### config.mk
export PLATFORM = sky130hd
export DESIGN_NAME = i2c_target
export DESIGN_NICKNAME = d
export VERILOG_FILES = /design/src/rtl/i2c_target_pkg.sv /design/src/rtl/i2c_target_linesync.sv /design/src/rtl/i2c_target.sv
export SDC_FILE = /design/constraint.sdc
export NUM_CORES = 1
export LEC_CHECK = 0
export CAP_MARGIN = 10
export CORE_MARGIN = 2
export CORE_UTILIZATION = 40
export CTS_CLUSTER_SIZE = 40
export DETAILED_ROUTE_END_ITERATION = 12
export GPL_TIMING_DRIVEN = 0
export PLACE_DENSITY = 0.72
export SKIP_CTS_REPAIR_TIMING = 1
export SYNTH_ARGS = -nofsm -noshare
export SYNTH_HDL_FRONTEND = slang
export SYNTH_SLANG_ARGS = --single-unit
### constraint.sdc
create_clock -name clk_i -period 2.3 [get_ports clk_i]
set_clock_uncertainty 0.2 [all_clocks]
set_input_delay 0.575 -clock clk_i [delete_from_list [all_inputs] [get_ports clk_i]]
set_output_delay 0.575 -clock clk_i [all_outputs]
set_load 0.005 [all_outputs]
### src/rtl/i2c_target_pkg.sv
// Shared types and constants for the I2C target: FSM state encoding,
// synchronizer depth, bus bit constants and the glitch-filter majority helper.
package i2c_target_pkg;

    typedef enum logic [2:0] {
        ST_IDLE,
        ST_ADDR,
        ST_ADDR_ACK,
        ST_WR_BYTE,
        ST_WR_ACK,
        ST_RD_BYTE,
        ST_RD_ACK,
        ST_WAIT_STOP
    } i2c_state_e;

    localparam int unsigned SyncStages = 2;

    localparam logic AckBit  = 1'b0;
    localparam logic NackBit = 1'b1;
    localparam logic RwRead  = 1'b1;

    function automatic logic maj3(input logic a, input logic b, input logic c);
        return (a & b) | (a & c) | (b & c);
    endfunction

endpackage

### src/rtl/i2c_target_linesync.sv
// SCL/SDA pad conditioning: synchronizer, optional 3-sample majority filter
// (I2C_TARGET_GLITCH_FILTER_EN), and registered rise/fall/START/STOP strobes.
module i2c_target_linesync
    import i2c_target_pkg::*;
(
    input  logic clk_i,
    input  logic rst_ni,
    input  logic scl_i,
    input  logic sda_i,
    output logic scl_rise_o,
    output logic scl_fall_o,
    output logic start_o,
    output logic stop_o,
    output logic sda_line_o
);

    logic [SyncStages-1:0] scl_sync_q;
    logic [SyncStages-1:0] sda_sync_q;
    logic                  scl_line;
    logic                  sda_line;
    logic                  scl_prev_q;
    logic                  sda_prev_q;

    // Reset to the idle-bus level so release never fabricates an edge.
    always_ff @(posedge clk_i or negedge rst_ni) begin
        if (!rst_ni) begin
            scl_sync_q <= '1;
            sda_sync_q <= '1;
        end else begin
            scl_sync_q <= {scl_sync_q[SyncStages-2:0], scl_i};
            sda_sync_q <= {sda_sync_q[SyncStages-2:0], sda_i};
        end
    end

`ifdef I2C_TARGET_GLITCH_FILTER_EN
    logic [1:0] scl_hist_q;
    logic [1:0] sda_hist_q;
    logic       scl_filt_q;
    logic       sda_filt_q;

    always_ff @(posedge clk_i or negedge rst_ni) begin
        if (!rst_ni) begin
            scl_hist_q <= '1;
            sda_hist_q <= '1;
            scl_filt_q <= 1'b1;
            sda_filt_q <= 1'b1;
        end else begin
            scl_hist_q <= {scl_hist_q[0], scl_sync_q[SyncStages-1]};
            sda_hist_q <= {sda_hist_q[0], sda_sync_q[SyncStages-1]};
            scl_filt_q <= maj3(scl_sync_q[SyncStages-1], scl_hist_q[0], scl_hist_q[1]);
            sda_filt_q <= maj3(sda_sync_q[SyncStages-1], sda_hist_q[0], sda_hist_q[1]);
        end
    end

    assign scl_line = scl_filt_q;
    assign sda_line = sda_filt_q;
`else
    assign scl_line = scl_sync_q[SyncStages-1];
    assign sda_line = sda_sync_q[SyncStages-1];
`endif

    always_ff @(posedge clk_i or negedge rst_ni) begin
        if (!rst_ni) begin
            scl_prev_q <= 1'b1;
            sda_prev_q <= 1'b1;
            scl_rise_o <= 1'b0;
            scl_fall_o <= 1'b0;
            start_o    <= 1'b0;
            stop_o     <= 1'b0;
        end else begin
            scl_prev_q <= scl_line;
            sda_prev_q <= sda_line;
            scl_rise_o <= scl_line & ~scl_prev_q;
            scl_fall_o <= ~scl_line & scl_prev_q;
            start_o    <= scl_line & scl_prev_q & sda_prev_q & ~sda_line;
            stop_o     <= scl_line & scl_prev_q & ~sda_prev_q & sda_line;
        end
    end

    // Aligned with the strobes: the SDA level seen when the edge was detected.
    assign sda_line_o = sda_prev_q;

endmodule

### src/rtl/i2c_target.sv
// Byte-oriented I2C target with a NumRegs x 8 register file and shared pointer.
// Build option I2C_TARGET_GLITCH_FILTER_EN adds a majority filter on SCL/SDA.
//
// state        | meaning
// ST_IDLE      | bus free or not addressed
// ST_ADDR      | shifting address + R/W
// ST_ADDR_ACK  | driving ACK for the address byte
// ST_WR_BYTE   | receiving pointer or data byte
// ST_WR_ACK    | driving ACK for a received byte
// ST_RD_BYTE   | presenting regs[ptr] MSB first
// ST_RD_ACK    | sampling initiator ACK/NACK
// ST_WAIT_STOP | released, waiting for START/STOP
module i2c_target
    import i2c_target_pkg::*;
#(
    parameter logic [6:0]  Addr    = 7'h42,
    parameter int unsigned NumRegs = 4
) (
    input  logic                       clk_i,
    input  logic                       rst_ni,
    input  logic                       scl_i,
    input  logic                       sda_i,
    output logic                       sda_oe_o,
    output logic                       sda_o,
    output logic [8*NumRegs-1:0]       regs_o,
    output logic                       wr_pulse_o,
    output logic [$clog2(NumRegs)-1:0] wr_idx_o,
    output logic                       busy_o
);

    localparam int unsigned IdxW = $clog2(NumRegs);

    logic scl_rise, scl_fall, bus_start, bus_stop, sda_line;

    i2c_target_linesync u_linesync (
        .clk_i      (clk_i),
        .rst_ni     (rst_ni),
        .scl_i      (scl_i),
        .sda_i      (sda_i),
        .scl_rise_o (scl_rise),
        .scl_fall_o (scl_fall),
        .start_o    (bus_start),
        .stop_o     (bus_stop),
        .sda_line_o (sda_line)
    );

    i2c_state_e      state_q, state_d;
    logic [6:0]      shift_q, shift_d;
    logic [2:0]      cnt_q, cnt_d;
    logic [IdxW-1:0] ptr_q, ptr_d;
    logic            first_q, first_d;
    logic            nomatch_q, nomatch_d;
    logic            sda_oe_q, sda_oe_d;
    logic            wr_pulse_q, wr_pulse_d;
    logic [IdxW-1:0] wr_idx_q, wr_idx_d;
    logic [7:0]      regs_q [NumRegs];
    logic [7:0]      regs_d [NumRegs];
    logic [7:0]      byte_in;

    assign byte_in = {shift_q, sda_line};

    always_ff @(posedge clk_i or negedge rst_ni) begin
        if (!rst_ni) begin
            state_q    <= ST_IDLE;
            shift_q    <= '0;
            cnt_q      <= '0;
            ptr_q      <= '0;
            first_q    <= 1'b0;
            nomatch_q  <= 1'b0;
            sda_oe_q   <= 1'b0;
            wr_pulse_q <= 1'b0;
            wr_idx_q   <= '0;
            regs_q     <= '{default: '0};
        end else begin
            state_q    <= state_d;
            shift_q    <= shift_d;
            cnt_q      <= cnt_d;
            ptr_q      <= ptr_d;
            first_q    <= first_d;
            nomatch_q  <= nomatch_d;
            sda_oe_q   <= sda_oe_d;
            wr_pulse_q <= wr_pulse_d;
            wr_idx_q   <= wr_idx_d;
            regs_q     <= regs_d;
        end
    end

    always_comb begin
        state_d    = state_q;
        shift_d    = shift_q;
        cnt_d      = cnt_q;
        ptr_d      = ptr_q;
        first_d    = first_q;
        nomatch_d  = nomatch_q;
        sda_oe_d   = sda_oe_q;
        wr_pulse_d = 1'b0;
        wr_idx_d   = wr_idx_q;
        regs_d     = regs_q;

        if (bus_stop) begin
            state_d   = ST_IDLE;
            sda_oe_d  = 1'b0;
            nomatch_d = 1'b0;
        end else if (bus_start) begin
            state_d   = ST_ADDR;
            cnt_d     = '0;
            sda_oe_d  = 1'b0;
            nomatch_d = 1'b0;
        end else begin
            unique case (state_q)
                ST_ADDR: if (scl_rise) begin
                    shift_d = byte_in[6:0];
                    cnt_d   = cnt_q + 3'd1;
                    if (cnt_q == 3'd7) begin
                        if (shift_q == Addr) begin
                            state_d = ST_ADDR_ACK;
                            first_d = 1'b1;
                        end else begin
                            state_d   = ST_WAIT_STOP;
                            nomatch_d = 1'b1;
                        end
                    end
                end
                // sda_oe_q doubles as the phase flag: first fall drives ACK, second ends the slot.
                ST_ADDR_ACK, ST_WR_ACK: if (scl_fall) begin
                    if (!sda_oe_q) begin
                        sda_oe_d = ~AckBit;
                    end else begin
                        cnt_d = '0;
                        if (state_q == ST_ADDR_ACK && shift_q[0] == RwRead) begin
                            state_d  = ST_RD_BYTE;
                            shift_d  = regs_q[ptr_q][6:0];
                            sda_oe_d = ~regs_q[ptr_q][7];
                        end else begin
                            state_d  = ST_WR_BYTE;
                            sda_oe_d = 1'b0;
                        end
                    end
                end
                ST_WR_BYTE: if (scl_rise) begin
                    shift_d = byte_in[6:0];
                    cnt_d   = cnt_q + 3'd1;
                    if (cnt_q == 3'd7) begin
                        state_d = ST_WR_ACK;
                        if (first_q) begin
                            ptr_d   = byte_in[IdxW-1:0];
                            first_d = 1'b0;
                        end else begin
                            regs_d[ptr_q] = byte_in;
                            wr_pulse_d    = 1'b1;
                            wr_idx_d      = ptr_q;
                            ptr_d         = ptr_q + 1'b1;
                        end
                    end
                end
                ST_RD_BYTE: if (scl_fall) begin
                    cnt_d = cnt_q + 3'd1;
                    if (cnt_q == 3'd7) begin
                        state_d  = ST_RD_ACK;
                        sda_oe_d = 1'b0;
                        ptr_d    = ptr_q + 1'b1;
                    end else begin
                        shift_d  = {shift_q[5:0], 1'b0};
                        sda_oe_d = ~shift_q[6];
                    end
                end
                ST_RD_ACK: begin
                    if (scl_rise) begin
                        if (sda_line == NackBit) begin
                            state_d = ST_WAIT_STOP;
                        end
                    end else if (scl_fall) begin
                        state_d  = ST_RD_BYTE;
                        cnt_d    = '0;
                        shift_d  = regs_q[ptr_q][6:0];
                        sda_oe_d = ~regs_q[ptr_q][7];
                    end
                end
                default: ;
            endcase
        end
    end

    for (genvar k = 0; k < NumRegs; k++) begin : g_regs
        assign regs_o[8*k +: 8] = regs_q[k];
    end

    assign sda_oe_o   = sda_oe_q;
    assign sda_o      = 1'b0;
    assign wr_pulse_o = wr_pulse_q;
    assign wr_idx_o   = wr_idx_q;
    assign busy_o     = (state_q != ST_IDLE) && !(state_q == ST_WAIT_STOP && nomatch_q);

endmodule

* After elaboration in Yosys (flattened, before gate mapping) *
Index checks and enable logic that the tools add are counted.

storage, ports and cells
  output and inout bits = 38
  logic and storage cells = 182
  input port bits = 4
  register bits = 63

cells by class
  order comparisons = 2
  add/sub/neg operators = 2
  mux-type cells = 73
  equal/unequal tests = 42
  reduce and logical (&&, ||, !) cells = 25
  bitwise gates (word level) = 17

operator list
  kind                                                   number
  2-to-1 mux 3 bit                                       22
  2-to-1 mux 7 bit                                       8
  bitwise mux 32 bit                                     1
  case mux 7 bit (4 select lines)                        1
  2-to-1 mux 1 bit                                       26
  2-to-1 mux 8 bit                                       3
  AND reduction 11 bit                                   2
  inequality test 4 x 1 -> 1 bit, second input constant  5
  binary-select mux 8 bit (select 2 bit)                 1
  demux 8 bit (select 2 bit)                             1
  inequality test 2 bit, second input constant           8
  inequality test 4 x 2 -> 1 bit, second input constant  4
  AND reduction 8 bit                                    2
  equality test 3 bit, second input constant             5
  inequality test 3 x 1 -> 1 bit, second input constant  5
  case mux 3 bit (5 select lines)                        1
  inequality test 2 x 1 -> 1 bit, second input constant  6
  case mux 3 bit (4 select lines)                        1
  nonzero test 3 bit                                     4
  2-to-1 mux 2 bit                                       5
  nonzero test 5 bit                                     2
  NOT 1 bit                                              9
  bitwise AND 1 bit                                      7
  equality test 7 bit, second input constant             1
  other kinds (25)                                       31

* Depth between registers and ports, before layout *
  depth in word-level cells = 11
  depth in mapped cells = 7
  gate-level depth less buffers = 7

* By module *
Synthesis repeated with hierarchy kept, for this count alone.

unflattened totals
  cell total of the unflattened synthesis = 252
  area, all modules = 3143.0 µm²

by module, submodules not included
  module               area an instance (µm²)  instances  sequential area each (µm²)  cells each
  i2c_target           2852.7                  1          1326.3                      238
  i2c_target_linesync  290.3                   1          257.7                       14

* Worst setup path after synthesis *
No wires, ideal clock.

  path type = register to register
  start = register cnt_q[0]
  end = register shift_q[0]
  setup time = 125 ps
  path buffers = 0
  stages on the path, launching flop included = 7
  period minus slack after synthesis = 2037 ps
  path slack = 263 ps
  data required time = 1975 ps
  arrival time = 1712 ps
  cell sequence = dfrtp_1 > ha_1 > ha_1 > nand2_1 > a21oi_1 > nor4_4 > mux2_2

on the way
  cells in the longest elaborated chain, start to end = 3

ends and longest elaborated chain
  element                                 RTL line           RTL
  from (decl)                             i2c_target.sv:49   logic [2:0] cnt_q, cnt_d;
  from (signal assigned)                  i2c_target.sv:77   cnt_q <= cnt_d;
  equality test 3 bit                     i2c_target.sv:158  if (cnt_q == 3'd7) begin
  inequality test 2 bit (no source line)  --
  AND reduction 11 bit (no source line)   --
  to (signal assigned)                    i2c_target.sv:76   shift_q <= shift_d;
  to (decl)                               i2c_target.sv:48   logic [6:0] shift_q, shift_d;

No other way between the ends.
A chain may end at the register's enable or synchronous reset.

* Worst setup path after layout *
  start = register state_q[1]
  end = output busy_o

on the way
  cells in the longest elaborated chain, start to end = 4
  elaborated cells on any way between the ends = 5
  classes of those cells = eq/ne (1); reduce/logical (4)

ends and longest elaborated chain
  element                 RTL line           RTL
  from (decl)             i2c_target.sv:47   i2c_state_e state_q, state_d;
  from (signal assigned)  i2c_target.sv:75   state_q <= state_d;
  equality test 3 bit     i2c_target.sv:192  assign busy_o = (state_q != ST_IDLE) && !(state_q == ST_WAIT_STOP && nomatch_q);
  logical AND 1 bit       i2c_target.sv:192
  zero test 1 bit         i2c_target.sv:192
  logical AND 1 bit (*)   i2c_target.sv:192
  to (decl)               i2c_target.sv:28   output logic busy_o

Mark *: on every way between the ends. The rest lies on a longest branch, timed or not.

==> impl_metrics.csv <==
group,metric,value,unit
layout,layout-drive-gt1-share,0.336,
logic_synthesis,synth_cells,245,
clock_network,cts_buffers,9,
detailed_routing,remaining_drc_errors,0,
detailed_routing,dr_total_vias,2155,
setup_path,cp_max_fo,10,
detailed_routing,dr.pass1.iters,4,
setup_path,cp-start-kind,"flip-flop",
logic_synthesis,yosysWarnings,0,
power_and_ir_drop,vdd_drop_max,0.495,mV
logic_synthesis,synth_nets,255,
grt,grt_pass1_vias,2124,
grt,grt_usage,0.168,
clock_network,numClockSinks,63,
setup_path,worst_ep_arrival_time,1.52,ns
setup_path,crit_chain,"buf_6 > buf_4 > o31a_1 > dlymetal6s2s_1",
layout,fin_util,0.510,
logic_synthesis,synth_mux_area_frac,0.244,
power_and_ir_drop,p_leak,1.73,nW
place,dpl.cell_count,388,
detailed_routing,drtIter0Drc,204,
logic_synthesis,synthAdderAreaFrac,0.0243,
place,dpl.hpwl,4.52,mm
layout,syn_to_final_growth,25.5,%
floorplan,coreArea,7610,sq um
detailed_routing,ant_nets,0,
logic_synthesis,synthesis.area,3090,sq um
logic_synthesis,seq_area_frac_synth,0.512,
logic_synthesis,synth_xor_area_frac,0.00283,
grt,grt_max_degree,35,
grt,antenna_found_initial,0,
clock_network,clk_pin_slew,0.07,ns
grt,grt-ovfl-total,0,
timing,worstMarginPinSlew,0.782,ns
timing,max-slew-margin-rel,0.479,
clock_network,tritoncts,"built",
timing,hold_viol,0,
power_and_ir_drop,power_switching,1.06,mW
place,portBuffers,40,
logic_synthesis,synth_edf_count,0,
setup_path,required,1.52,ns
logic_synthesis,syn_area_per_cell,12.6,sq um
logic_synthesis,synth_top_family_by_area,"multiplexers",
detailed_routing,finalWirelength,6.61,mm
logic_synthesis,synth_compound_area_frac,0.0805,
place,gp_congestion,0.876,
outcome,outcome,"complete, no violations",
timing,setup_viol,0,
grt,grt_pass1_wl,10.9,mm
floorplan,die_height,91.9,um
timing,max_freq,0.435,GHz
clock_network,htree_levels,3,
layout,n_antenna_cell,0,
clock_network,clockBufferDepth,2,
layout,final_common_cell,"dfrtp_1",
setup_path,path_class,"reg2out",
power_and_ir_drop,clockPowerShare,0.306,
floorplan,die_x,91.9,um
timing,fin_crit_sh,0.999,
floorplan,start_util,0.406,
power_and_ir_drop,power.density,820,nW/um^2
floorplan,row_count,32,
power_and_ir_drop,power_frac_seq,0.399,
timing,fin_crit,2.30,ns
detailed_routing,viasPerCell,5.31,
setup_path,cpPeakStageDelay,0.41,ns
setup_path,endpoint_kind,"output port",
logic_synthesis,synthSimpleGateAreaFrac,0.110,
power_and_ir_drop,p_int,2.12,mW
timing,maxSlewViolCount,0,
power_and_ir_drop,combPwrFrac,0.296,
power_and_ir_drop,sw_frac_of_total,0.333,
floorplan,die_area,8450,sq um
setup_path,slowest_stage,"dfrtp_1",
floorplan,ios,42,
logic_synthesis,ys_ff_latch,63,
clock_network,clkLatencyLatePin,0.34,ns
logic_synthesis,synth-main-ff-cell,"dfrtp_1",
logic_synthesis,synth_cell_type_count,46,
logic_synthesis,async_flop_share,1.00,
layout,fin_cells,406,
timing,rsz0062_at_grt,"yes",
job,max-cap-violations,0,
layout,layout_common_cells,"dfrtp_1 (57), mux2_2 (48), clkdlybuf4s50_1 (38)",
clock_network,clockRootBuffer,"clkbuf_8",
layout,nNetsFinal,309,
min_path,worstHoldPathType,"in2async",
detailed_routing,wire_per_inst,16.3,um
## synthesized netlist by cell type, types with 4 or more instances
cell type / instances / area [sq um]
nand2b_1: 4 / 25.0
o21ai_0: 13 / 65.1
a21oi_1: 11 / 55.1
ha_1: 6 / 75.1
a22oi_1: 4 / 30.0
nor2_1: 10 / 37.5
nand3_1: 5 / 25.0
nor2b_1: 6 / 37.5
nand2_2: 4 / 25.0
clkbuf_1: 5 / 18.8
mux4_2: 8 / 180
nand2_1: 10 / 37.5
mux2_2: 48 / 541
inv_1: 6 / 22.5
dfstp_2: 6 / 158
dfrtp_1: 57 / 1430
## logic make-up after synthesis
kind of cell               count (synthesis)
xor gates and xnor gates                   1
AOI/OAI and AO/OA                         41
buffers and inverters                     17
other                                      1
adders and majority gates                  6
DFF                                       63
and+or+nand+nor                           57
muxes                                     59
## power by group through the flow
stage | combinational (mW) | clock, mW | sequential [mW]
final | 0.941 | 0.973 | 1.27
after global routing | 1.03 | 1.05 | 1.28
after CTS | 0.884 | 0.993 | 1.27
after detailed placement | 0.880 | 0 | 1.29
after global placement | 0.863 | 0 | 1.28
after floorplan | 0.672 | 0 | 1.27
## per-layer routing
metal  GRT usage  share of wire  up-vias  routed length (um)
met5           0              0        -                   0
met4      0.0871          0.019        0                 126
met3      0.0370          0.050        8                 327
met2       0.251           0.48       71                3140
met1       0.232           0.46     1070                3010
li1            -              -     1006                   -
## registers in the layout, summed over array words and instances, names as in the netlist, 2 cells and up
| register | flops |
|---|---|
| shift_q | 7 |
| u_linesync.sda_sync_q | 2 |
| ptr_q | 2 |
| state_q | 3 |
| cnt_q | 3 |
| u_linesync.scl_sync_q | 2 |
| wr_idx_o | 2 |
| regs_o | 32 |
## critical path, delay by kind of cell, from the launching register on
family / cells / cell delay, ns
AO/OA/AOI/OAI: 1 / 0.30
buffers and inverters: 3 / 0.48
flip-flops: 1 / 0.41
## per-stage QoR
| stage | hold WS, ns | power [mW] | setup TNS, ns | setup slack, ns | area, sq um |
|---|---|---|---|---|---|
| 4_1_cts | 0.123 | 3.14 | -1.02 | -0.516 | 3830 |
| 3_3_place_gp | 0.146 | 2.15 | -91.71 | -1.52 | 3620 |
| 2_1_floorplan | 0.0794 | 1.94 | 0 | 0.263 | 3090 |
| 3_5_place_dp | 0.149 | 2.17 | -0.576 | -0.137 | 3630 |
| 6_report | 0.115 | 3.18 | 0 | 0.00140 | 3880 |
| 5_1_grt | 0.157 | 3.36 | -1.11 | -0.0584 | 3880 |
## final timing paths
| kind | start | end | slack, ns | cells after the start |
|---|---|---|---|---|
| max | state_q[1]$_DFFE_PN0P_ | busy_o | 0.001 | 4 |
| min | rst_ni | state_q[1]$_DFFE_PN0P_ | 0.11 | 1 |
| max reg2reg | u_linesync.start_o$_DFF_PN0_ | regs_o[9]$_DFFE_PN0P_ | 0.06 | 5 |
| min reg2reg | u_linesync.sda_sync_q[0]$_DFF_PN1_ | u_linesync.sda_sync_q[1]$_DFF_PN1_ | 0.16 | 0 |
| max in group asynchronous | rst_ni | u_linesync.sda_line_o$_DFF_PN1_ | 1.10 | 2 |
| min in group clk_i | u_linesync.sda_sync_q[0]$_DFF_PN1_ | u_linesync.sda_sync_q[1]$_DFF_PN1_ | 0.16 | 0 |
## layout make-up
cell class / instances / area (sq um)
Buffer: 11 / 70.1
Clock buffer: 11 / 141
Clock inverter: 5 / 56.3
Fill cell: 694 / 3730
Inverter: 6 / 22.5
Multi-Input combinational cell: 165 / 1450
Sequential cell: 63 / 1580
Tap cell: 102 / 128
Timing Repair Buffer: 43 / 433
(Power assumes the default switching activity.)
==> RTL change: new RTL, same settings <==
Put one more register stage on the output `sda_oe_o`. The value now appears one clock later. The other outputs are not delayed to match.
--- a/src/rtl/i2c_target.sv
+++ b/src/rtl/i2c_target.sv
@@ -185,7 +185,13 @@
         assign regs_o[8*k +: 8] = regs_q[k];
     end
 
-    assign sda_oe_o   = sda_oe_q;
+    always_ff @(posedge clk_i or negedge rst_ni) begin
+        if (!rst_ni) begin
+            sda_oe_o <= '0;
+        end else begin
+            sda_oe_o <= sda_oe_q;
+        end
+    end
     assign sda_o      = 1'b0;
     assign wr_pulse_o = wr_pulse_q;
     assign wr_idx_o   = wr_idx_q;
Behaviour: no difference found for any inputs over 10 cycles, from zero or initial values and one cycle with rst_ni low; that may be too few to reach the edited logic, so the function may still have changed.
==> RTL change against the unedited design <==
- setup slack improved by 19 ps
- sequential cell count rose by 1
- routed wire length grew 6.8%
- register-to-register slack lost 40 ps
- utilization fell by 0.12 points
- via count up 1.0%
- global-route usage is 0.70 points higher
- final area increased by 0.29%
- sequential share of layout area increased by 0.56 points
- power grew 4.0%
- area after synthesis increased by 0.93%
- die area up 0.89%
- largest cell class unchanged
==> RTL change: results (changes against the unedited design) <==
outcome finished, final reports clean (unchanged); Net Count, Synth 251 (was 255); Max IR drop VDD 0.472 mV (was 0.495 mV); gpl congestion 0.860 (was 0.876); Worst Max-Slew Pin Slew 797 ps (was 782 ps); Critical Path Source state_q[1] (unchanged); clk slew on worst S/H paths 70 ps (about the same); FF-to-FF Start u_linesync.start_o (unchanged); dpl hpwl 4610 µm (was 4520 µm); Commonest cells post-synth 58 x dfrtp_1, 49 x mux2_2, 10 x a21oi_1, 10 x o21ai_0 (was 57 x dfrtp_1, 48 x mux2_2, 13 x o21ai_0, 11 x a21oi_1); met1 usage 23.7% (was 23.2%); Sw Share 33.6% (was 33.3%); Hold Path Class input port to asynchronous set/reset pin (unchanged); slowest CP cell dfrtp_2 (was dfrtp_1); grt met3 use 4.39% (was 3.70%); Initial DRC Count 149 (was 204); via count 2177 (was 2155); grt met2 use 26.0% (was 25.1%); CTS HTree Levels 3 (unchanged); clk root buf clkbuf_8 (unchanged); WL per Instance 17.5 µm (was 16.3 µm); Buffers on Ports 40 (unchanged); FF-to-FF End regs_o[15] (was regs_o[9]); register area share after synthesis 51.6% (was 51.2%); fill count 672 (was 694); Compound-Gate Fraction of Synth Area 7.50% (was 8.05%); Diodes inserted 0 (unchanged); initial antenna violation count 0 (unchanged); Final nets 305 (was 309); DRC violations left 0 (unchanged); post-synthesis xor/xnor area fraction 0% (was 0.283%); GR Util All Layers 17.6% (was 16.8%); CP arrival 1500 ps (was 1520 ps); CP max stage delay 450 ps (was 410 ps); clk buf depth 2 (unchanged); share of cells above drive strength 1 36.3% (was 33.6%); post-synthesis mux area share 24.8% (was 24.4%); first-pass GRT wire length 11600 µm (was 10900 µm); adder and majority gate portion of the synthesized area 2.41% (was 2.43%); router iterations before antenna repair 4 (unchanged); CP Max Fanout 10 (unchanged); flop-to-flop setup slack 20 ps (was 60 ps); depth of the worst register-to-register path 6 (was 5); ys async rst share 100% (unchanged); clk_lat worst skew 340 ps (about the same); max reg flops 32 (unchanged); largest cells by area after synthesis dfrtp_1 47%, mux2_2 18%, mux4_2 5.8%, dfstp_2 5.1%, ha_1 2.4% (was dfrtp_1 46%, mux2_2 17%, mux4_2 5.8%, dfstp_2 5.1%, ha_1 2.4%); Num CTS Buffers 9 (unchanged); largest net degree at the start of global routing 65 (was 35); dominant synthesized flop cell dfrtp_1 (unchanged); YS warnings 0 (unchanged); static leakage 1.74 nW (was 1.73 nW); Yosys cell types 53 (was 46)
==> RTL change: changes by cell type in the layout (fill, tap and decap cells not counted), sizes merged, moves of 3 or more <==
cell,change
nor2b,-3
buf,+3
nand3,-4
a22oi,-4
a31oi,-3
o21ai,-3
nor3,+4
==> RTL change: layout make-up <==
type                    instances  area (µm²)  area share, %
plain buffers                  13        91.3           2.35
clock buffers                  12         155           3.99
clock inverters                 4        28.8          0.739
inverters                       6        22.5          0.579
multi-input cells             158        1440           37.0
flip-flops and latches         64        1610           41.4
well taps                     102         128           3.28
repair buffers                 43         415           10.7
==> RTL change: how the worst max path moves through the flow <==
stage / to / slack (ps)
after floorplan: shift_q[0] / 100
after global routing: regs_o[15] / -50
after CTS: busy_o / -620
after detailed placement: shift_q[4] / -260
final: busy_o / 20
after global placement: regs_o[29] / -1620
==> RTL change: routing by layer <==
layer	wire, µm	vias to the layer above	part of all wire, %
met1	3200	1114	45
met2	3310	46	47
met3	320	17	4.5
met5	0	-	0
met4	216	0	3.1
li1	-	1000	-
==> RTL change: cells by family (layout without fill, tap and decap cells) <==
logic type	Yosys count	after routing
DFF	64	64
muxes	61	61
buffers and inverters	19	78
other	1	1
adders and majority gates	6	6
and+or+nand+nor	54	54
AOI/OAI and AO/OA	36	36
==> RTL change: per-stage QoR <==
stage                     setup TNS, ps  setup WS, ps  hold slack (ps)  instance area [µm²]  std cells
after detailed placement          -2040          -256              148                 3650        383
after global placement          -101010         -1620              148                 3650        383
final                                 0          20.5              112                 3890        402
after floorplan                       0           104             79.4                 3120        241
after CTS                         -2510          -617              149                 3830        399
after global routing               -666         -54.4              165                 3890        402
==> RTL change: critical path: cells and delay by family (launching register included) <==
family	cells	cell delay [ps]
AOI/OAI and AO/OA	1	120
buffers and inverters	3	440
DFF	1	450
and+or+nand+nor	1	160
==> RTL change: power by group through the flow <==
stage          clock network [mW]  registers [mW]  logic, mW
3_3_place_gp                    0            1.42      0.925
2_1_floorplan                   0            1.37      0.713
6_report                    0.877            1.41       1.02
5_1_grt                     0.946            1.43       1.12
4_1_cts                     0.905            1.41      0.939
3_5_place_dp                    0            1.43      0.937
